==> src/rtl/register_file_pkg.sv <==
// register_file_pkg -- shared types for the register file and its clear sequencer.
// Rev 1.0
`default_nettype none

package register_file_pkg;

  typedef enum logic {
    ST_IDLE  = 1'b0,
    ST_CLEAR = 1'b1
  } clr_state_t;

endpackage

`default_nettype wire

==> src/rtl/register_file_clear_seq.sv <==
// register_file_clear_seq -- soft-clear FSM sweeping one entry per cycle.
// Rev 1.0
`default_nettype none

module register_file_clear_seq
  import register_file_pkg::*;
#(
  parameter int DEPTH = 8,
  parameter int AW    = $clog2(DEPTH)
) (
  input  logic          clk,
  input  logic          rst,
  input  logic          clr_req,
  output logic          busy,
  output logic          clr_done,
  output logic          clr_we,
  output logic [AW-1:0] clr_addr
);

  localparam logic [AW-1:0] LAST_ADDR = AW'(DEPTH - 1);

  clr_state_t    r_state;
  clr_state_t    w_state_next;
  logic [AW-1:0] r_ptr;
  logic [AW-1:0] w_ptr_next;

  always_ff @(posedge clk) begin
    if (rst) begin
      r_state <= ST_IDLE;
      r_ptr   <= '0;
    end else begin
      r_state <= w_state_next;
      r_ptr   <= w_ptr_next;
    end
  end

  // Pointer wraps to 0 at LAST_ADDR so it never leaves the valid range.
  always_comb begin
    w_state_next = r_state;
    w_ptr_next   = r_ptr;
    case (r_state)
      ST_IDLE: begin
        if (clr_req) begin
          w_state_next = ST_CLEAR;
          w_ptr_next   = '0;
        end
      end
      ST_CLEAR: begin
        if (r_ptr == LAST_ADDR) begin
          w_state_next = ST_IDLE;
          w_ptr_next   = '0;
        end else begin
          w_ptr_next = r_ptr + AW'(1);
        end
      end
      default: begin
        w_state_next = ST_IDLE;
        w_ptr_next   = '0;
      end
    endcase
  end

  assign busy     = (r_state == ST_CLEAR);
  assign clr_done = busy && (r_ptr == LAST_ADDR);
  assign clr_we   = busy;
  assign clr_addr = r_ptr;

endmodule

`default_nettype wire

==> src/rtl/register_file.sv <==
// register_file -- DEPTH x WIDTH storage, 1 write / 2 registered read ports, bypass, soft clear.
// Rev 1.0
`default_nettype none

module register_file
  import register_file_pkg::*;
#(
  parameter int WIDTH = 8,
  parameter int DEPTH = 8
) (
  input  logic                     clk,
  input  logic                     rst,
  input  logic                     wr_en,
  input  logic [$clog2(DEPTH)-1:0] wr_addr,
  input  logic [WIDTH-1:0]         wr_data,
  input  logic [$clog2(DEPTH)-1:0] rd_addr_a,
  output logic [WIDTH-1:0]         rd_data_a,
  input  logic [$clog2(DEPTH)-1:0] rd_addr_b,
  output logic [WIDTH-1:0]         rd_data_b,
  input  logic                     clr_req,
  output logic                     busy,
  output logic                     clr_done,
  output logic                     wr_err
);

  localparam int            AW        = $clog2(DEPTH);
  localparam logic [AW:0]   DEPTH_EXT = (AW + 1)'(DEPTH);

  logic [WIDTH-1:0] r_mem [DEPTH];
  logic             w_clr_we;
  logic [AW-1:0]    w_clr_addr;
  logic             w_wr_valid;
  logic [WIDTH-1:0] w_rd_next_a;
  logic [WIDTH-1:0] w_rd_next_b;

  function automatic logic addr_ok(input logic [AW-1:0] addr);
    return ({1'b0, addr} < DEPTH_EXT);
  endfunction

  register_file_clear_seq #(
    .DEPTH (DEPTH),
    .AW    (AW)
  ) u_clear_seq (
    .clk      (clk),
    .rst      (rst),
    .clr_req  (clr_req),
    .busy     (busy),
    .clr_done (clr_done),
    .clr_we   (w_clr_we),
    .clr_addr (w_clr_addr)
  );

  // Writes are dropped for the whole sweep, so clr_we and w_wr_valid never coincide.
  assign w_wr_valid = wr_en && !busy && addr_ok(wr_addr);

  always_comb begin
    w_rd_next_a = r_mem[rd_addr_a];
    if (busy || !addr_ok(rd_addr_a)) begin
      w_rd_next_a = '0;
    end else if (w_wr_valid && (wr_addr == rd_addr_a)) begin
      w_rd_next_a = wr_data;
    end
  end

  always_comb begin
    w_rd_next_b = r_mem[rd_addr_b];
    if (busy || !addr_ok(rd_addr_b)) begin
      w_rd_next_b = '0;
    end else if (w_wr_valid && (wr_addr == rd_addr_b)) begin
      w_rd_next_b = wr_data;
    end
  end

  always_ff @(posedge clk) begin
    if (rst) begin
      for (int i = 0; i < DEPTH; i++) begin
        r_mem[i] <= '0;
      end
    end else if (w_clr_we) begin
      r_mem[w_clr_addr] <= '0;
    end else if (w_wr_valid) begin
      r_mem[wr_addr] <= wr_data;
    end
  end

  always_ff @(posedge clk) begin
    if (rst) begin
      rd_data_a <= '0;
      rd_data_b <= '0;
      wr_err    <= 1'b0;
    end else begin
      rd_data_a <= w_rd_next_a;
      rd_data_b <= w_rd_next_b;
      wr_err    <= wr_en && !w_wr_valid;
    end
  end

endmodule

`default_nettype wire

==> config.mk <==
export PLATFORM = sky130hd
export DESIGN_NAME = register_file
export DESIGN_NICKNAME = d
export VERILOG_FILES = /design/src/rtl/register_file_pkg.sv /design/src/rtl/register_file_clear_seq.sv /design/src/rtl/register_file.sv
export SDC_FILE = /design/constraint.sdc
export NUM_CORES = 1
export LEC_CHECK = 0
export ABC_AREA = 1
export BUFFER_PORTS_ARGS = -buffer_cell sky130_fd_sc_hd__buf_2
export CAP_MARGIN = 0
export CORE_ASPECT_RATIO = 1.4
export CORE_MARGIN = 10
export CORE_UTILIZATION = 60
export CTS_BUF_LIST = sky130_fd_sc_hd__clkbuf_8
export CTS_CLUSTER_DIAMETER = 150
export DETAILED_ROUTE_END_ITERATION = 7
export PLACE_DENSITY = 0.77
export SLEW_MARGIN = 10
export SYNTH_ARGS = -nofsm -noshare
export SYNTH_HDL_FRONTEND = slang
export SYNTH_SLANG_ARGS = --single-unit
==> constraint.sdc <==
create_clock -name clk -period 3.6 [get_ports clk]
set_input_delay 0.18 -clock clk [delete_from_list [all_inputs] [get_ports clk]]
set_output_delay 0.18 -clock clk [all_outputs]
set_load 0.01 [all_outputs]
==> qor.csv <==
metric,value,unit
Mapped Area,0.00472,sq mm
Clock Skew,0.0149,ns
Critical Path Sink Type,flip-flop,
Root Driver,clkbuf_8,
Total Routing Usage GR,0.243,
DR iter-0 viols,657,
Min-Delay Path Depth,4,
post-CTS resize count,0,
Filler cells,689,
Hold Buf Count CTS,0,
Final Critical Period,2.38,ns
post-layout util,0.663,
first-pass GRT wire length,21800,um
worst-case vdd ir drop,349,uV
Rows,38,
vias in the first global route,3952,
Crit Path Category,flip-flop to flip-flop,
First-pass DRT Iterations,5,
Setup TNS,0,ns
syn_nets,618,
Worst Max-Slew Pin Slew,0.695,ns
Core Box Area,0.00770,sq mm
post-CTS setup buffers,0,
clk slew on worst S/H paths,0.09,ns
final hold violations,0,
CTS tree,done,
Worst R2R Start,u_clear_seq.busy,
drt via density,5.90,
Starting Density,0.613,
Final setup viols,0,
pre-CTS setup slack,1.27,ns
Area growth syn-to-layout,8.19,%
synth warn,0,
Rel. slew slack,0.536,
Detailed Route WL,14300,um
Syn Inst Count,595,
"leading cell types in the layout, fill and taps excluded","178 x nand2_1, 110 x nor2_1, 98 x nand3_1, 64 x edfxtp_1, 39 x buf_2",
clock sinks,85,
Die Wd,94.9,um
Residual DRC,0,
via count,4287,
Die Height,125,um
status,"finished, final reports clean",
"commonest non-fill, non-tap cell in the layout",nand2_1,
"critical path fanouts, max",23,
CTS H-tree lvls,3,
pwr/cell area,427,mW/mm^2
Unique masters post-synth,30,
"crit path setup slack, layout",1.22,ns
Yosys reg bits,85,
CTS Buf Count,9,
initial antenna violation count,0,
Worst setup SP type,flip-flop,
max_cap viols,0,
hpwl dp,9930,um
buffers added on ports,39,
RSZ-0062 raised after global routing,no,
Worst-Skew Late Latency,0.37,ns
Syn Area/Cell,7.93,sq um
hold crit path type,input port to flip-flop,
Peak Freq,420,MHz
gp weighted congestion,0.912,
R2R depth,7,
total congestion overflow,0,
sequential share of the synthesized area,0.496,
nets,644,
antenna cells,0,
critical path data required time,3.64,ns
Die Area,0.0119,sq mm
Power Total,0.00218,W
crit path DAT,2.42,ns
HP Start,clr_req,
post-route ant nets,0,
launch point of the worst path,u_clear_seq.busy,
"Period Utilization, post-route",0.662,
Max Root-Sink Buffers,2,
max-slew violation count,0,
drt wl/cell,19.7,um
ratio of cells with drive above 1 in the final layout,0.155,
ports placed on the boundary,40,
LEAKAGE,2.17,nW
largest net degree at the start of global routing,35,
## layout make-up
class / instances / area (sq um) / area share
multi-input combinational: 452 / 2090 / 0.409
sequential: 85 / 2340 / 0.459
inverter: 28 / 105 / 0.0206
clock inverter: 7 / 78.8 / 0.0154
timing repair buffer: 45 / 240 / 0.0471
tap: 100 / 125 / 0.0245
clock buffer: 9 / 124 / 0.0243
## synthesized netlist by cell type
cell | number | area [sq um]
nand2_1 | 178 | 668
nor2_1 | 110 | 413
nand3_1 | 98 | 490
edfxtp_1 | 64 | 1920
inv_1 | 24 | 90.1
dfxtp_1 | 21 | 420
nand2_2 | 14 | 87.6
clkbuf_1 | 13 | 48.8
o21ai_0 | 11 | 55.1
a21oi_2 | 10 | 87.6
a21oi_1 | 9 | 45.0
buf_2 | 9 | 45.0
o211ai_1 | 6 | 45.0
buf_4 | 3 | 22.5
nand3_2 | 3 | 30.0
buf_8 | 2 | 30.0
clkinv_1 | 2 | 7.51
ha_1 | 2 | 25.0
inv_2 | 2 | 7.51
nand2_4 | 2 | 22.5
nor2_4 | 2 | 22.5
nor2_8 | 2 | 40.0
a22oi_1 | 1 | 7.51
buf_1 | 1 | 3.75
buf_12 | 1 | 20.0
buf_6 | 1 | 11.3
nand2_8 | 1 | 20.0
nand3_4 | 1 | 17.5
nand3b_1 | 1 | 7.51
nor3_1 | 1 | 5.00
## where the power goes
part / switching [W] / internal, W
registers: 0.0000298 / 0.00110
clock network: 0.000376 / 0.000329
logic: 0.000245 / 0.0000989
## worst paths after layout
path                             end  slack [ns]
min          u_clear_seq.clr_addr[1]         0.1
max reg2reg              r_mem[7][3]        1.22
max                      r_mem[7][3]        1.22
min reg2reg  u_clear_seq.clr_addr[1]        0.53
## stage by stage
step / cell area, sq um / std cells / hold WS, ns
floorplan: 4720 / 595 / 0.249
global placement: 4900 / 710 / 0.484
detailed placement: 4900 / 710 / 0.484
CTS: 5100 / 726 / 0.0979
global route: 5100 / 726 / 0.133
finish: 5100 / 726 / 0.0993
## state kept, by name, summed over array words and instances (netlist names)
| register | flops |
|---|---|
| rd_data_a | 8 |
| u_clear_seq.clr_addr | 3 |
| r_mem | 64 |
| u_clear_seq.busy | 1 |
| wr_err | 1 |
| rd_data_b | 8 |
## worst max-delay path, stage by stage (launching register included)
cell	delay (ns)
dfxtp_1	0.44
nor2_8	0.43
nand2_8	0.12
nand2_1	0.14
inv_1	0.09
a21oi_2	0.31
nand2_2	0.21
nand2_1	0.32
## logic make-up after synthesis
kind of cell	share of synthesized area
adder cells (fa/ha/maj)	0.00530
AND/OR/NAND/NOR	0.387
buffers and inverters	0.0607
AO/OA/AOI/OAI	0.0509
flip-flops	0.496
## routing by layer
layer,share of wire,up-vias,GRT usage
met2,0.46,294,0.356
met4,0.052,0,0.148
li1,-,2007,-
met5,0,-,0
met1,0.38,1943,0.318
met3,0.11,43,0.0525
No activity file was read; power rests on OpenSTA's default activity.
